`config.mk`:
```
export PLATFORM = sky130hd
export DESIGN_NAME = sram_write_buffer_flat
export DESIGN_NICKNAME = d
export VERILOG_FILES = /design/src/rtl/sram_ctrl_pkg.sv /design/src/rtl/sram_write_buffer_if.sv /design/src/rtl/sram_req_check.sv /design/src/rtl/sram_write_buffer.sv /design/src/flat_wrapper.sv
export SDC_FILE = /design/constraint.sdc
export NUM_CORES = 1
export LEC_CHECK = 0
export ABC_AREA = 1
export BUFFER_PORTS_ARGS = -buffer_cell sky130_fd_sc_hd__clkbuf_2
export CAP_MARGIN = 20
export CORE_MARGIN = 1
export CORE_UTILIZATION = 48
export CTS_BUF_LIST = sky130_fd_sc_hd__clkbuf_8 sky130_fd_sc_hd__clkbuf_16
export CTS_CLUSTER_DIAMETER = 120
export DETAILED_ROUTE_END_ITERATION = 16
export GPL_ROUTABILITY_DRIVEN = 0
export MAX_ROUTING_LAYER = met4
export PLACE_DENSITY_LB_ADDON = 0.05
export SLEW_MARGIN = 20
export SYNTH_ARGS = -nofsm -noshare
export SYNTH_HDL_FRONTEND = slang
export SYNTH_SLANG_ARGS = --single-unit
```
`constraint.sdc`:
```
create_clock -name CLK -period 2.9 [get_ports CLK]
set_input_delay 0.29 -clock CLK [delete_from_list [all_inputs] [get_ports CLK]]
set_output_delay 0.29 -clock CLK [all_outputs]
set_load 0.01 [all_outputs]
```
`src/rtl/sram_ctrl_pkg.sv`:
```
// Shared encodings for the SRAM write buffer: access sizes, buffer state
// and the byte-lane mask helper.
package sram_ctrl_pkg;

    typedef enum logic [1:0] {
        SZ_BYTE = 2'd0,
        SZ_HALF = 2'd1,
        SZ_WORD = 2'd2,
        SZ_BAD  = 2'd3
    } size_e;

    typedef enum logic [1:0] {
        ST_EMPTY     = 2'd0,
        ST_ADDR_HELD = 2'd1,
        ST_FULL      = 2'd2
    } wb_state_e;

    localparam int ADDR_W = 32;
    localparam int DATA_W = 32;

    // Byte lanes touched by an access of the given size at byte offset lo.
    function automatic logic [3:0] lane_mask(input logic [1:0] size, input logic [1:0] lo);
        logic [3:0] m;
        case (size)
            SZ_BYTE: m = 4'b0001 << lo;
            SZ_HALF: m = 4'b0011 << lo;
            SZ_WORD: m = 4'b1111;
            default: m = 4'b0000;
        endcase
        return m;
    endfunction

endpackage

```
`src/rtl/sram_write_buffer_if.sv`:
```
// Request / SRAM / pending-write bus of the SRAM write buffer.
interface sram_write_buffer_if #(
    parameter int N_SRAM = 1
) ();
    logic              req_valid;
    logic              req_write;
    logic [31:0]       req_addr;
    logic [1:0]        req_size;
    logic [31:0]       wdata;

    logic [31:0]       ram_addr;
    logic [31:0]       ram_wdata;
    logic              ram_ren;
    logic              ram_wen;
    logic [N_SRAM-1:0] sram_en;
    logic [3:0]        ram_byte_en;

    logic              latched_flag;
    logic [31:0]       latched_addr;
    logic [31:0]       latched_data;
    logic [3:0]        latched_byte_en;

    logic [31:0]       read_addr;
    logic [1:0]        read_size;
    logic              err;

    modport master (
        output req_valid, req_write, req_addr, req_size, wdata,
        input  ram_addr, ram_wdata, ram_ren, ram_wen, sram_en, ram_byte_en,
        input  latched_flag, latched_addr, latched_data, latched_byte_en,
        input  read_addr, read_size, err
    );

    modport slave (
        input  req_valid, req_write, req_addr, req_size, wdata,
        output ram_addr, ram_wdata, ram_ren, ram_wen, sram_en, ram_byte_en,
        output latched_flag, latched_addr, latched_data, latched_byte_en,
        output read_addr, read_size, err
    );
endinterface

```
`src/rtl/sram_req_check.sv`:
```
// Request qualification: alignment, byte lanes and bank decode.
module sram_req_check
    import sram_ctrl_pkg::*;
#(
    parameter int N_SRAM   = 1,
    parameter int BANK_LSB = 16
) (
    input  logic              i_valid,
    input  logic [31:0]       i_addr,
    input  logic [1:0]        i_size,
    output logic              o_accept,
    output logic              o_reject,
    output logic [3:0]        o_lanes,
    output logic [N_SRAM-1:0] o_bank_oh
);

    logic [31:0] w_bank;
    logic        w_align_ok;
    logic        w_bank_ok;

    assign w_bank    = i_addr >> BANK_LSB;
    assign w_bank_ok = (w_bank < 32'(N_SRAM));
    assign o_lanes   = lane_mask(i_size, i_addr[1:0]);
    assign o_accept  = i_valid & w_align_ok & w_bank_ok;
    assign o_reject  = i_valid & ~(w_align_ok & w_bank_ok);

    // Natural alignment per access size; size 3 is never legal.
    always_comb begin
        w_align_ok = 1'b0;
        case (i_size)
            SZ_BYTE: w_align_ok = 1'b1;
            SZ_HALF: w_align_ok = ~i_addr[0];
            SZ_WORD: w_align_ok = (i_addr[1:0] == 2'b00);
            default: w_align_ok = 1'b0;
        endcase
    end

    // One-hot bank select from the bank index field.
    always_comb begin
        o_bank_oh = '0;
        for (int i = 0; i < N_SRAM; i++) begin
            o_bank_oh[i] = (w_bank == 32'(i));
        end
    end

endmodule

```
`src/rtl/sram_write_buffer.sv`:
```
// Single-entry SRAM write buffer: writes are latched and committed in a
// later idle cycle, reads go straight to the SRAM and take priority.
module sram_write_buffer
    import sram_ctrl_pkg::*;
#(
    parameter int N_SRAM       = 1,
    parameter int INVERT_CE_EN = 0,
    parameter int BANK_LSB     = 16
) (
    input  logic CLK,
    input  logic RST,
    sram_write_buffer_if.slave bus
);

    localparam logic INV = (INVERT_CE_EN != 0);

    wb_state_e         r_state;
    logic [31:0]       r_lat_addr;
    logic [31:0]       r_lat_data;
    logic [3:0]        r_lat_lanes;
    logic [N_SRAM-1:0] r_lat_bank;
    logic [31:0]       r_read_addr;
    logic [1:0]        r_read_size;
    logic              r_err;

    logic              w_accept;
    logic              w_reject;
    logic [3:0]        w_lanes;
    logic [N_SRAM-1:0] w_bank_oh;
    logic [31:0]       w_req_word;
    logic              w_rd_acc;
    logic              w_wr_acc;
    logic              w_commit;
    logic [31:0]       w_ram_addr;
    logic [31:0]       w_ram_wdata;
    logic [3:0]        w_ram_byte_en;
    logic [N_SRAM-1:0] w_en_hi;

    sram_req_check #(
        .N_SRAM   (N_SRAM),
        .BANK_LSB (BANK_LSB)
    ) u_check (
        .i_valid   (bus.req_valid),
        .i_addr    (bus.req_addr),
        .i_size    (bus.req_size),
        .o_accept  (w_accept),
        .o_reject  (w_reject),
        .o_lanes   (w_lanes),
        .o_bank_oh (w_bank_oh)
    );

    assign w_req_word = {bus.req_addr[31:2], 2'b00};
    // Strobes are held off while reset is asserted so a pending write is
    // dropped rather than committed in the reset cycle.
    assign w_rd_acc   = ~RST & w_accept & ~bus.req_write;
    // The cycle after a write address phase is its data phase; a write
    // address presented there is not taken.
    assign w_wr_acc   = ~RST & w_accept & bus.req_write & (r_state != ST_ADDR_HELD);
    assign w_commit   = ~RST & (r_state == ST_FULL) & ~w_rd_acc;

    // Buffer state: capture address, then data, then commit when the SRAM is free.
    always_ff @(posedge CLK) begin
        if (RST) begin
            r_state <= ST_EMPTY;
        end else begin
            case (r_state)
                ST_EMPTY:     if (w_wr_acc) r_state <= ST_ADDR_HELD;
                ST_ADDR_HELD: r_state <= ST_FULL;
                ST_FULL:      if (w_commit) r_state <= w_wr_acc ? ST_ADDR_HELD : ST_EMPTY;
                default:      r_state <= ST_EMPTY;
            endcase
        end
    end

    // Pending-write latch: address/lanes/bank at the address phase, data one cycle later.
    always_ff @(posedge CLK) begin
        if (RST) begin
            r_lat_addr  <= '0;
            r_lat_data  <= '0;
            r_lat_lanes <= '0;
            r_lat_bank  <= '0;
        end else begin
            if (w_wr_acc) begin
                r_lat_addr  <= w_req_word;
                r_lat_lanes <= w_lanes;
                r_lat_bank  <= w_bank_oh;
            end
            if (r_state == ST_ADDR_HELD) begin
                r_lat_data <= bus.wdata;
            end
        end
    end

    // Read attributes for the data-return cycle, and the reject pulse.
    always_ff @(posedge CLK) begin
        if (RST) begin
            r_read_addr <= '0;
            r_read_size <= '0;
            r_err       <= 1'b0;
        end else begin
            r_err <= w_reject;
            if (w_rd_acc) begin
                r_read_addr <= w_req_word;
                r_read_size <= bus.req_size;
            end
        end
    end

    // SRAM port mux: an issued read, else the commit from the latch, else idle.
    always_comb begin
        w_ram_addr    = '0;
        w_ram_wdata   = '0;
        w_ram_byte_en = '0;
        w_en_hi       = '0;
        if (w_rd_acc) begin
            w_ram_addr    = w_req_word;
            w_ram_byte_en = w_lanes;
            w_en_hi       = w_bank_oh;
        end else if (w_commit) begin
            w_ram_addr    = r_lat_addr;
            w_ram_wdata   = r_lat_data;
            w_ram_byte_en = r_lat_lanes;
            w_en_hi       = r_lat_bank;
        end
    end

    assign bus.ram_ren         = w_rd_acc;
    assign bus.ram_wen         = w_commit;
    assign bus.ram_addr        = w_ram_addr;
    assign bus.ram_wdata       = w_ram_wdata;
    assign bus.ram_byte_en     = w_ram_byte_en;
    assign bus.sram_en         = w_en_hi ^ {N_SRAM{INV}};

    assign bus.latched_flag    = (r_state == ST_FULL);
    assign bus.latched_addr    = r_lat_addr;
    assign bus.latched_data    = r_lat_data;
    assign bus.latched_byte_en = r_lat_lanes ^ {4{INV}};

    assign bus.read_addr       = r_read_addr;
    assign bus.read_size       = r_read_size;
    assign bus.err             = r_err;

endmodule

```
`src/flat_wrapper.sv`:
```
// flat-port wrapper written by rule: the top's interface ports become plain ports
module sram_write_buffer_flat import sram_ctrl_pkg::*;
#(
    parameter int N_SRAM       = 1,
    parameter int INVERT_CE_EN = 0,
    parameter int BANK_LSB     = 16
)
  (CLK, RST, bus_req_valid, bus_req_write, bus_req_addr, bus_req_size, bus_wdata, bus_ram_addr, bus_ram_wdata, bus_ram_ren, bus_ram_wen, bus_sram_en, bus_ram_byte_en, bus_latched_flag, bus_latched_addr, bus_latched_data, bus_latched_byte_en, bus_read_addr, bus_read_size, bus_err);
  sram_write_buffer_if #(.N_SRAM(N_SRAM)) bus_i ();
  input  logic CLK;
  input  logic RST;
  input wire logic [$bits(bus_i.req_valid)-1:0] bus_req_valid;
  input wire logic [$bits(bus_i.req_write)-1:0] bus_req_write;
  input wire logic [$bits(bus_i.req_addr)-1:0] bus_req_addr;
  input wire logic [$bits(bus_i.req_size)-1:0] bus_req_size;
  input wire logic [$bits(bus_i.wdata)-1:0] bus_wdata;
  output wire logic [$bits(bus_i.ram_addr)-1:0] bus_ram_addr;
  output wire logic [$bits(bus_i.ram_wdata)-1:0] bus_ram_wdata;
  output wire logic [$bits(bus_i.ram_ren)-1:0] bus_ram_ren;
  output wire logic [$bits(bus_i.ram_wen)-1:0] bus_ram_wen;
  output wire logic [$bits(bus_i.sram_en)-1:0] bus_sram_en;
  output wire logic [$bits(bus_i.ram_byte_en)-1:0] bus_ram_byte_en;
  output wire logic [$bits(bus_i.latched_flag)-1:0] bus_latched_flag;
  output wire logic [$bits(bus_i.latched_addr)-1:0] bus_latched_addr;
  output wire logic [$bits(bus_i.latched_data)-1:0] bus_latched_data;
  output wire logic [$bits(bus_i.latched_byte_en)-1:0] bus_latched_byte_en;
  output wire logic [$bits(bus_i.read_addr)-1:0] bus_read_addr;
  output wire logic [$bits(bus_i.read_size)-1:0] bus_read_size;
  output wire logic [$bits(bus_i.err)-1:0] bus_err;
  assign bus_i.req_valid = bus_req_valid;
  assign bus_i.req_write = bus_req_write;
  assign bus_i.req_addr = bus_req_addr;
  assign bus_i.req_size = bus_req_size;
  assign bus_i.wdata = bus_wdata;
  assign bus_ram_addr = bus_i.ram_addr;
  assign bus_ram_wdata = bus_i.ram_wdata;
  assign bus_ram_ren = bus_i.ram_ren;
  assign bus_ram_wen = bus_i.ram_wen;
  assign bus_sram_en = bus_i.sram_en;
  assign bus_ram_byte_en = bus_i.ram_byte_en;
  assign bus_latched_flag = bus_i.latched_flag;
  assign bus_latched_addr = bus_i.latched_addr;
  assign bus_latched_data = bus_i.latched_data;
  assign bus_latched_byte_en = bus_i.latched_byte_en;
  assign bus_read_addr = bus_i.read_addr;
  assign bus_read_size = bus_i.read_size;
  assign bus_err = bus_i.err;
  sram_write_buffer #(.N_SRAM(N_SRAM), .INVERT_CE_EN(INVERT_CE_EN), .BANK_LSB(BANK_LSB)) u_core (.CLK(CLK), .RST(RST), .bus(bus_i));
endmodule
```
### Yosys cells after proc, flatten, opt, wreduce, memory -nomap -nowiden

Index checks and enable logic that the tools add are counted.
W data, S select, Z words.

* bitwise gates (word level): 15
* multiplexer cells: 14
* order comparisons: 1
* div/mod/pow operators: 0
* equal/unequal tests: 7
* add/sub/neg operators: 0
* shift-type cells: 2
* multiply operators: 0
* reduce and logical (&&, ||, !) cells: 5

Operators by type and width (number)
* $mux W32: 4
* $logic_not A32 Y1: 1
* $lt A16 B1 Y1 const B: 1
* $pmux W4 S3: 1
* $and A1 B1 Y1: 10
* $mux W4: 2
* $logic_not A2 Y1: 3
* $pmux W2 S3: 1
* $not A1 Y1: 5
* $eq A2 B1 Y1 const B: 2
* $eq A2 B2 Y1 const B: 2
* $mux W2: 2
* $ne A2 B1 Y1 const B: 2
* $shl A1 B2 Y4 const A: 1
* $shl A2 B2 Y4 const A: 1
* $mux W1: 3
* $pmux W1 S3: 1
* $ne A2 B2 Y1 const B: 1
* $reduce_and A2 Y1: 1

* memories kept: 0
* input port bits: 70
* output and inout port bits: 175
* register bits after elaboration: 102
* latch bits: 0
* memory bits (writable): 0
* ROM bits: 0
* logic and storage cells: 52

### Depth between registers and ports, before layout

Gate-level depths: netlist of the first run.

* depth in word-level cells: 10
* depth in mapped cells: 11
* mapped depth without buffers: 9

### Hierarchy

From an unflattened synthesis of the first run, not the netlist that was laid out.

* cells, all modules: 611
* area total of the unflattened synthesis: 4408.0 µm²

Modules (own cells, without submodules)
* sram_write_buffer: area each 4192.8 µm², instances 1, cells an instance 571
* sram_req_check: area each 215.2 µm², instances 1, cells an instance 40

### Worst setup path before layout of the first run

OpenSTA, ideal clock, no wires.

* path kind: input to output
* from: input bus_req_addr[30]
* to: output bus_ram_byte_en[2]
* stages on the path: 9
* slack: 1.259 ns
* data arrival time: 1.351 ns
* cell sequence: nor2_1 nand2_1 nor2_1 nand3_2 nor2_4 nand2_4 nand2_2 buf_2 o21ai_0

* cells in the longest elaborated chain, start to end: 8

RTL lines
* from (decl): RTL line flat_wrapper.sv:14 `input wire logic [$bits(bus_i.req_addr)-1:0] bus_req_addr;`
* $lt A16 B1 Y1 *: RTL line sram_req_check.sv:22 `assign w_bank_ok = (w_bank < 32'(N_SRAM));`
* $and A1 B1 Y1 *: RTL line sram_req_check.sv:24 `assign o_accept = i_valid & w_align_ok & w_bank_ok;`
* $and A1 B1 Y1 * (2 in series): RTL line sram_write_buffer.sv:55 `assign w_rd_acc = ~RST & w_accept & ~bus.req_write;`
* $not A1 Y1: RTL line sram_write_buffer.sv:59 `assign w_commit = ~RST & (r_state == ST_FULL) & ~w_rd_acc;`
* $and A1 B1 Y1: RTL line sram_write_buffer.sv:59
* $mux W4: RTL line sram_write_buffer.sv:119 `end else if (w_commit) begin`
* $mux W4 *: RTL line sram_write_buffer.sv:115 `if (w_rd_acc) begin`
* to (decl): RTL line flat_wrapper.sv:22 `output wire logic [$bits(bus_i.ram_byte_en)-1:0] bus_ram_byte_en;`

Every way passes the cells marked *; elsewhere a longest branch is shown, timed or not.

### Final worst setup path of the first run

* from: register u_core.r_state[1]
* to: output bus_ram_byte_en[1]

* cells in the longest elaborated chain, start to end: 5

RTL lines
* from (decl): RTL line sram_write_buffer.sv:17 `wb_state_e r_state;`
* from (signal assigned): RTL line sram_write_buffer.sv:69 `ST_FULL: if (w_commit) r_state <= w_wr_acc ? ST_ADDR_HELD : ST_EMPTY;`
* $eq A2 B2 Y1: RTL line sram_write_buffer.sv:59
* $and A1 B1 Y1 (2 in series): RTL line sram_write_buffer.sv:59
* $mux W4: RTL line sram_write_buffer.sv:119
* $mux W4: RTL line sram_write_buffer.sv:115

Every way passes these cells.

==> impl_metrics.yaml, run 1 <==
cts:
  root_buffer: "clkbuf_8"
  postCtsHoldBufs: 0
  cts_buffer_depth: 2
  clk_pin_slew_ns: 0.10
  cts-buffers-inserted: 9
  cts_setup_buffers: 0
  clk_latency_ns: 0.37
  h-tree-depth: 3
  cts_resized: 0
  cts_num_sinks: 102
  tritoncts: "built"
timing:
  finalCritPeriodShare_pct: 74.6
  fin_skew_ns: 0.00683
  max_slew_margin_pct: 63.2
  tightest_slew_ns: 0.551
  finalSetupTns_ns: 0
  fin_crit_ns: 2.16
  setup_violations: 0
  hold_violations: 0
  fmax_ghz: 0.462
  slew_viol_final: 0
  grt_setup_unrepaired: "false"
global_routing:
  grt.total_usage_pct: 26.6
  met2_usage_pct: 45.0
  grt_pass1_wl_um: 19700
  grt_pass1_vias: 4187
  met3_usage_pct: 4.12
  grt_util_met1_pct: 30.9
  grt_overflow: 0
  antenna_found_initial: 0
  grt_max_degree: 53
  busiest_layer: "met2"
worst_setup_path:
  crit_required_ns: 2.61
  end_kind: "primary output"
  start_kind: "register"
  worstReg2RegStart: "u_core.r_state[1]"
  worstPathArrival_ns: 1.87
  crit_type: "register to primary output"
  critPathMaxFanout: 34
  startpoint: "u_core.r_state[1]"
die:
  ios: 245
  rows: 34
  start_util_pct: 49.6
  die_w_um: 96.9
  dieArea_sq_um: 9390
  coreArea_sq_um: 8720
  die_y_um: 96.9
worst_hold_path:
  hp-class: "input pin to register"
  worstHoldStart: "bus_wdata[2]"
yosys:
  ys_types: 27
  syn_inst: 613
  synth_warnings: 0
  async_reset_ff_share_pct: 0
  synth_seq_area_share_pct: 47.2
  synth_flop_cell: "dfxtp_1"
  synth_edf_count: 0
  syn_avg_cell_area_sq_um: 7.05
  synth-seq-cells: 102
  syn_area_sq_um: 4320
detailed_routing:
  wl_um: 12100
  drt_pass1_iterations: 4
  drt-vias-per-instance: 4.74
  wl_per_cell_um: 12.8
  num_vias: 4474
  drt_first_iter_violations: 174
  drc: 0
  ant_nets: 0
finish:
  finalNetCount: 902
  n_antenna_cell: 0
  syn_to_final_growth_pct: 31.8
  drive_gt1_share_pct: 33.9
  layout_commonest_cell: "clkbuf_2"
  n_fill_cell: 837
  layout_common_cells: "clkbuf_2 (238), inv_1 (113), dfxtp_1 (102)"
  final_cells: 944
power:
  p_seq_share_pct: 58.2
  clkPwrFrac_pct: 36.5
  powerDensity_nw_per_um2: 422
  p_switching_w: 0.000563
  p_leak_nw: 2.79
  p_int_w: 0.00184
  p_sw_share_pct: 23.4
  irDropWorstVdd_uv: 204
  p_comb_share_pct: 5.3
place:
  dpl.cell_count: 929
  place_hpwl_um: 8830
  io_buffers: 238
job:
  drv_cap: 0
outcome:
  status: "finished, final reports clean"
==> critical path, stage by stage, from the launching register on <==
cell      delay [ns]
dfxtp_1         0.33
inv_1           0.05
nor2_1          0.12
nand2_1         0.11
inv_1           0.08
nand2_2         0.15
buf_12          0.22
o21ai_0         0.26
clkbuf_2        0.19
==> stage by stage <==
step	area, sq um	utilization, %	hold WS (ns)	setup WS [ns]	power, W
6_report	5700	65.4	0.195	0.737	0.00241
5_1_grt	5700	65.4	0.214	0.528	0.00250
4_1_cts	5700	65.4	0.180	0.730	0.00243
3_5_place_dp	5510	63.2	0.429	0.746	0.00156
3_3_place_gp	5510	63.2	0.426	0.768	0.00156
2_1_floorplan	4340	-	0.421	1.26	0.00150
==> registers in the layout, summed over array words and instances (netlist names) <==
name / count
u_core.bus.latched_addr: 30
u_core.bus.latched_byte_en: 4
u_core.r_state: 2
u_core.bus.latched_data: 32
u_core.bus.read_addr: 30
u_core.bus.err: 1
u_core.r_lat_bank: 1
u_core.bus.read_size: 2
==> cell families (layout without fill, tap and decap cells) <==
logic type             after synthesis  count (layout)  share of synthesized area [%]
AND/OR/NAND/NOR                    243             243                           24.5
flip-flops                         102             102                           47.2
AO/OA/AOI/OAI                      106             106                           12.4
buffers and inverters              161             379                           15.8
other                                1               6                         0.0867
==> per-layer routing <==
metal / routed length [um] / part of all wire [%]
met1: 5150 / 43
met3: 691 / 5.7
met2: 5880 / 49
met4: 359 / 3.0
met5: 0 / 0
==> final timing paths <==
| check | depth (start not counted) | to | slack (ns) |
|---|---|---|---|
| max | 8 | bus_ram_byte_en[1] | 0.74 |
| min | 3 | u_core.bus.latched_data[2] | 0.19 |
| max reg2reg | 5 | u_core.bus.latched_addr[30] | 1.41 |
| min reg2reg | 2 | u_core.bus.read_addr[21] | 0.44 |
==> Yosys cell counts, types with 2 or more instances <==
master	n	share of area, %
nand3_1	15	1.7
buf_6	4	1.0
dfxtp_1	102	47
a21oi_1	48	5.6
inv_2	2	0.17
nand4_1	19	2.7
nor3_1	18	2.1
buf_4	6	1.0
inv_1	113	9.8
clkbuf_1	22	1.9
nand2_1	84	7.3
nor2_2	12	1.7
a31oi_1	2	0.29
nor2_1	90	7.8
o21ai_0	54	6.3
buf_2	11	1.3
==> power by group through the flow <==
| stage | registers [W] | clock network (W) | logic [W] |
|---|---|---|---|
| floorplan | 0.00143 | 0 | 0.0000681 |
| global placement | 0.00143 | 0 | 0.000125 |
| detailed placement | 0.00143 | 0 | 0.000127 |
| CTS | 0.00140 | 0.000900 | 0.000128 |
| global route | 0.00140 | 0.000951 | 0.000146 |
| finish | 0.00140 | 0.000878 | 0.000129 |
==> final cells by class <==
| class | count | area, sq um | share of cell area [%] |
|---|---|---|---|
| clock buffers | 9 | 124 | 2.17 |
| clock inverters | 6 | 63.8 | 1.12 |
| inverters | 116 | 435 | 7.64 |
| multi-input cells | 355 | 1620 | 28.4 |
| flip-flops and latches | 102 | 2040 | 35.8 |
| well taps | 108 | 135 | 2.37 |
| repair buffers | 248 | 1280 | 22.4 |
No activity file was read; power rests on OpenSTA's default activity.
==> run 2: changes to the inputs <==
- CORE_UTILIZATION: 48 -> 44
- clock period: 2.9 -> 2.1 ns (I/O delays scaled with it)
==> run 2 against run 1 <==
Compared with the run above:
- register-to-register slack got worse by 0.68 ns
- cell area increased by 1.1%
- first-iteration DRC count increased by 1.1%
- via count increased by 0.31%
- combinational power increased by 41%
- sequential share of layout area decreased by 0.39 points
- cell count increased by 2.4%
- largest power group unchanged
==> impl_metrics.yaml, run 2 (synthesis results as in run 1) <==
global_routing:
  grt.total_usage_pct: 24.1
  grt_max_degree: 73
  grt_pass1_wl_um: 18800
  antenna_found_initial: 0
  grt_pass1_vias: 3983
  grt_overflow: 0
finish:
  largest_register_ffs: 32
  layout_common_cells: "clkbuf_2 (238), inv_1 (113), dfxtp_1 (102)"
  drive_gt1_share_pct: 34.0
  layout_commonest_cell: "clkbuf_2"
  finalNetCount: 903
  n_antenna_cell: 0
  syn_to_final_growth_pct: 33.3
  fin_util_pct: 61.5
  final_cell_area_sq_um: 5760
cts:
  h-tree-depth: 3
  cts_setup_buffers: 0
  cts_num_sinks: 102
  root_buffer: "clkbuf_8"
  postCtsHoldBufs: 0
  tritoncts: "built"
  clk_latency_ns: 0.36
  cts_buffer_depth: 2
  cts_resized: 0
  cts-buffers-inserted: 9
  clk_pin_slew_ns: 0.10
worst_setup_path:
  timing.critical_path.mode_cell: "inv_1"
  crit_type: "register to primary output"
  end_kind: "primary output"
  critPathBufInv: 4
  critPathMaxStageDelay_ns: 0.32
  path_cells: "inv_1 -> nor2_1 -> nand2_1 -> inv_1 -> nand2_2 -> buf_12 -> o21ai_0 -> clkbuf_2"
  crit_required_ns: 1.89
  crit_family: "buffers and inverters"
  slowest_stage: "dfxtp_1"
  critPathMaxFanout: 53
  start_kind: "register"
  worstPathArrival_ns: 1.71
power:
  powerDensity_nw_per_um2: 588
  p_leak_nw: 2.81
  irDropWorstVdd_uv: 380
timing:
  setup_violations: 0
  slew_viol_final: 0
  holdWs_ns: 0.125
  tightest_slew_ns: 0.502
  fin_skew_ns: 0.0121
  fin_crit_ns: 1.92
  hold_violations: 0
  finalCritPeriodShare_pct: 91.6
  grt_setup_unrepaired: "false"
  finalSetupTns_ns: 0
  max_slew_margin_pct: 66.6
  fmax_ghz: 0.520
die:
  die_y_um: 101
  coreArea_sq_um: 9370
  dieArea_sq_um: 10200
  start_util_pct: 46.1
  ios: 245
  rows: 35
  die_w_um: 101
place:
  place_hpwl_um: 8890
  placed_cell_area_sq_um: 5560
  io_buffers: 238
detailed_routing:
  drt_first_iter_violations: 176
  num_vias: 4488
  wl_um: 12200
  drt_pass1_iterations: 4
  drt-vias-per-instance: 4.64
  ant_nets: 0
  wl_per_cell_um: 12.6
  drc: 0
job:
  drv_cap: 0
outcome:
  status: "finished, final reports clean"
worst_hold_path:
  hp-class: "input pin to register"
run 2: per-layer routing:
metal / GRT usage, % / routed length, um / up-vias
met5: - / 0 / -
met4: 11.4 / 376 / 0
met3: 4.16 / 868 / 27
met2: 40.6 / 5810 / 196
met1: 27.8 / 5110 / 1952
li1: - / - / 2313
run 2: final timing paths:
check	from	to	slack, ns	cells after the start
max reg2reg	u_core.r_state[1]	u_core.bus.latched_addr[21]	0.73	5
min reg2reg	u_core.bus.read_addr[26]	u_core.bus.read_addr[26]	0.44	2
min	bus_wdata[25]	u_core.bus.latched_data[25]	0.12	3
max	u_core.r_state[1]	bus_ram_byte_en[0]	0.18	8
run 2: cell type report:
class | instances | area (sq um)
multi-input combinational | 355 | 1620
inverter | 116 | 435
clock buffer | 9 | 124
timing repair buffer | 249 | 1300
tap | 129 | 161
clock inverter | 7 | 80.1
sequential | 102 | 2040
fill | 922 | 3610
run 2: stage by stage:
stage	total power, W	worst slack [ns]	cells
finish	0.00339	0.177	967
global route	0.00354	0.0236	967
CTS	0.00343	0.141	967
detailed placement	0.00216	0.242	951
global placement	0.00216	0.260	951
floorplan	0.00207	0.619	618
run 2: worst reg2reg max path: stages, from the launching register on:
cell and delay (ns):
dfxtp_1 0.32, inv_1 0.05, nand2_2 0.24, nand4_1 0.16, inv_1 0.39, nor3_1 0.10
run 2: where the power goes:
| part | switching [W] | internal, W | total [W] |
|---|---|---|---|
| sequential | 0.000000259 | 0.00193 | 0.00193 |
| combinational | 0.000108 | 0.0000734 | 0.000182 |
| clock | 0.000705 | 0.000569 | 0.00127 |
| total | 0.000814 | 0.00258 | 0.00339 |
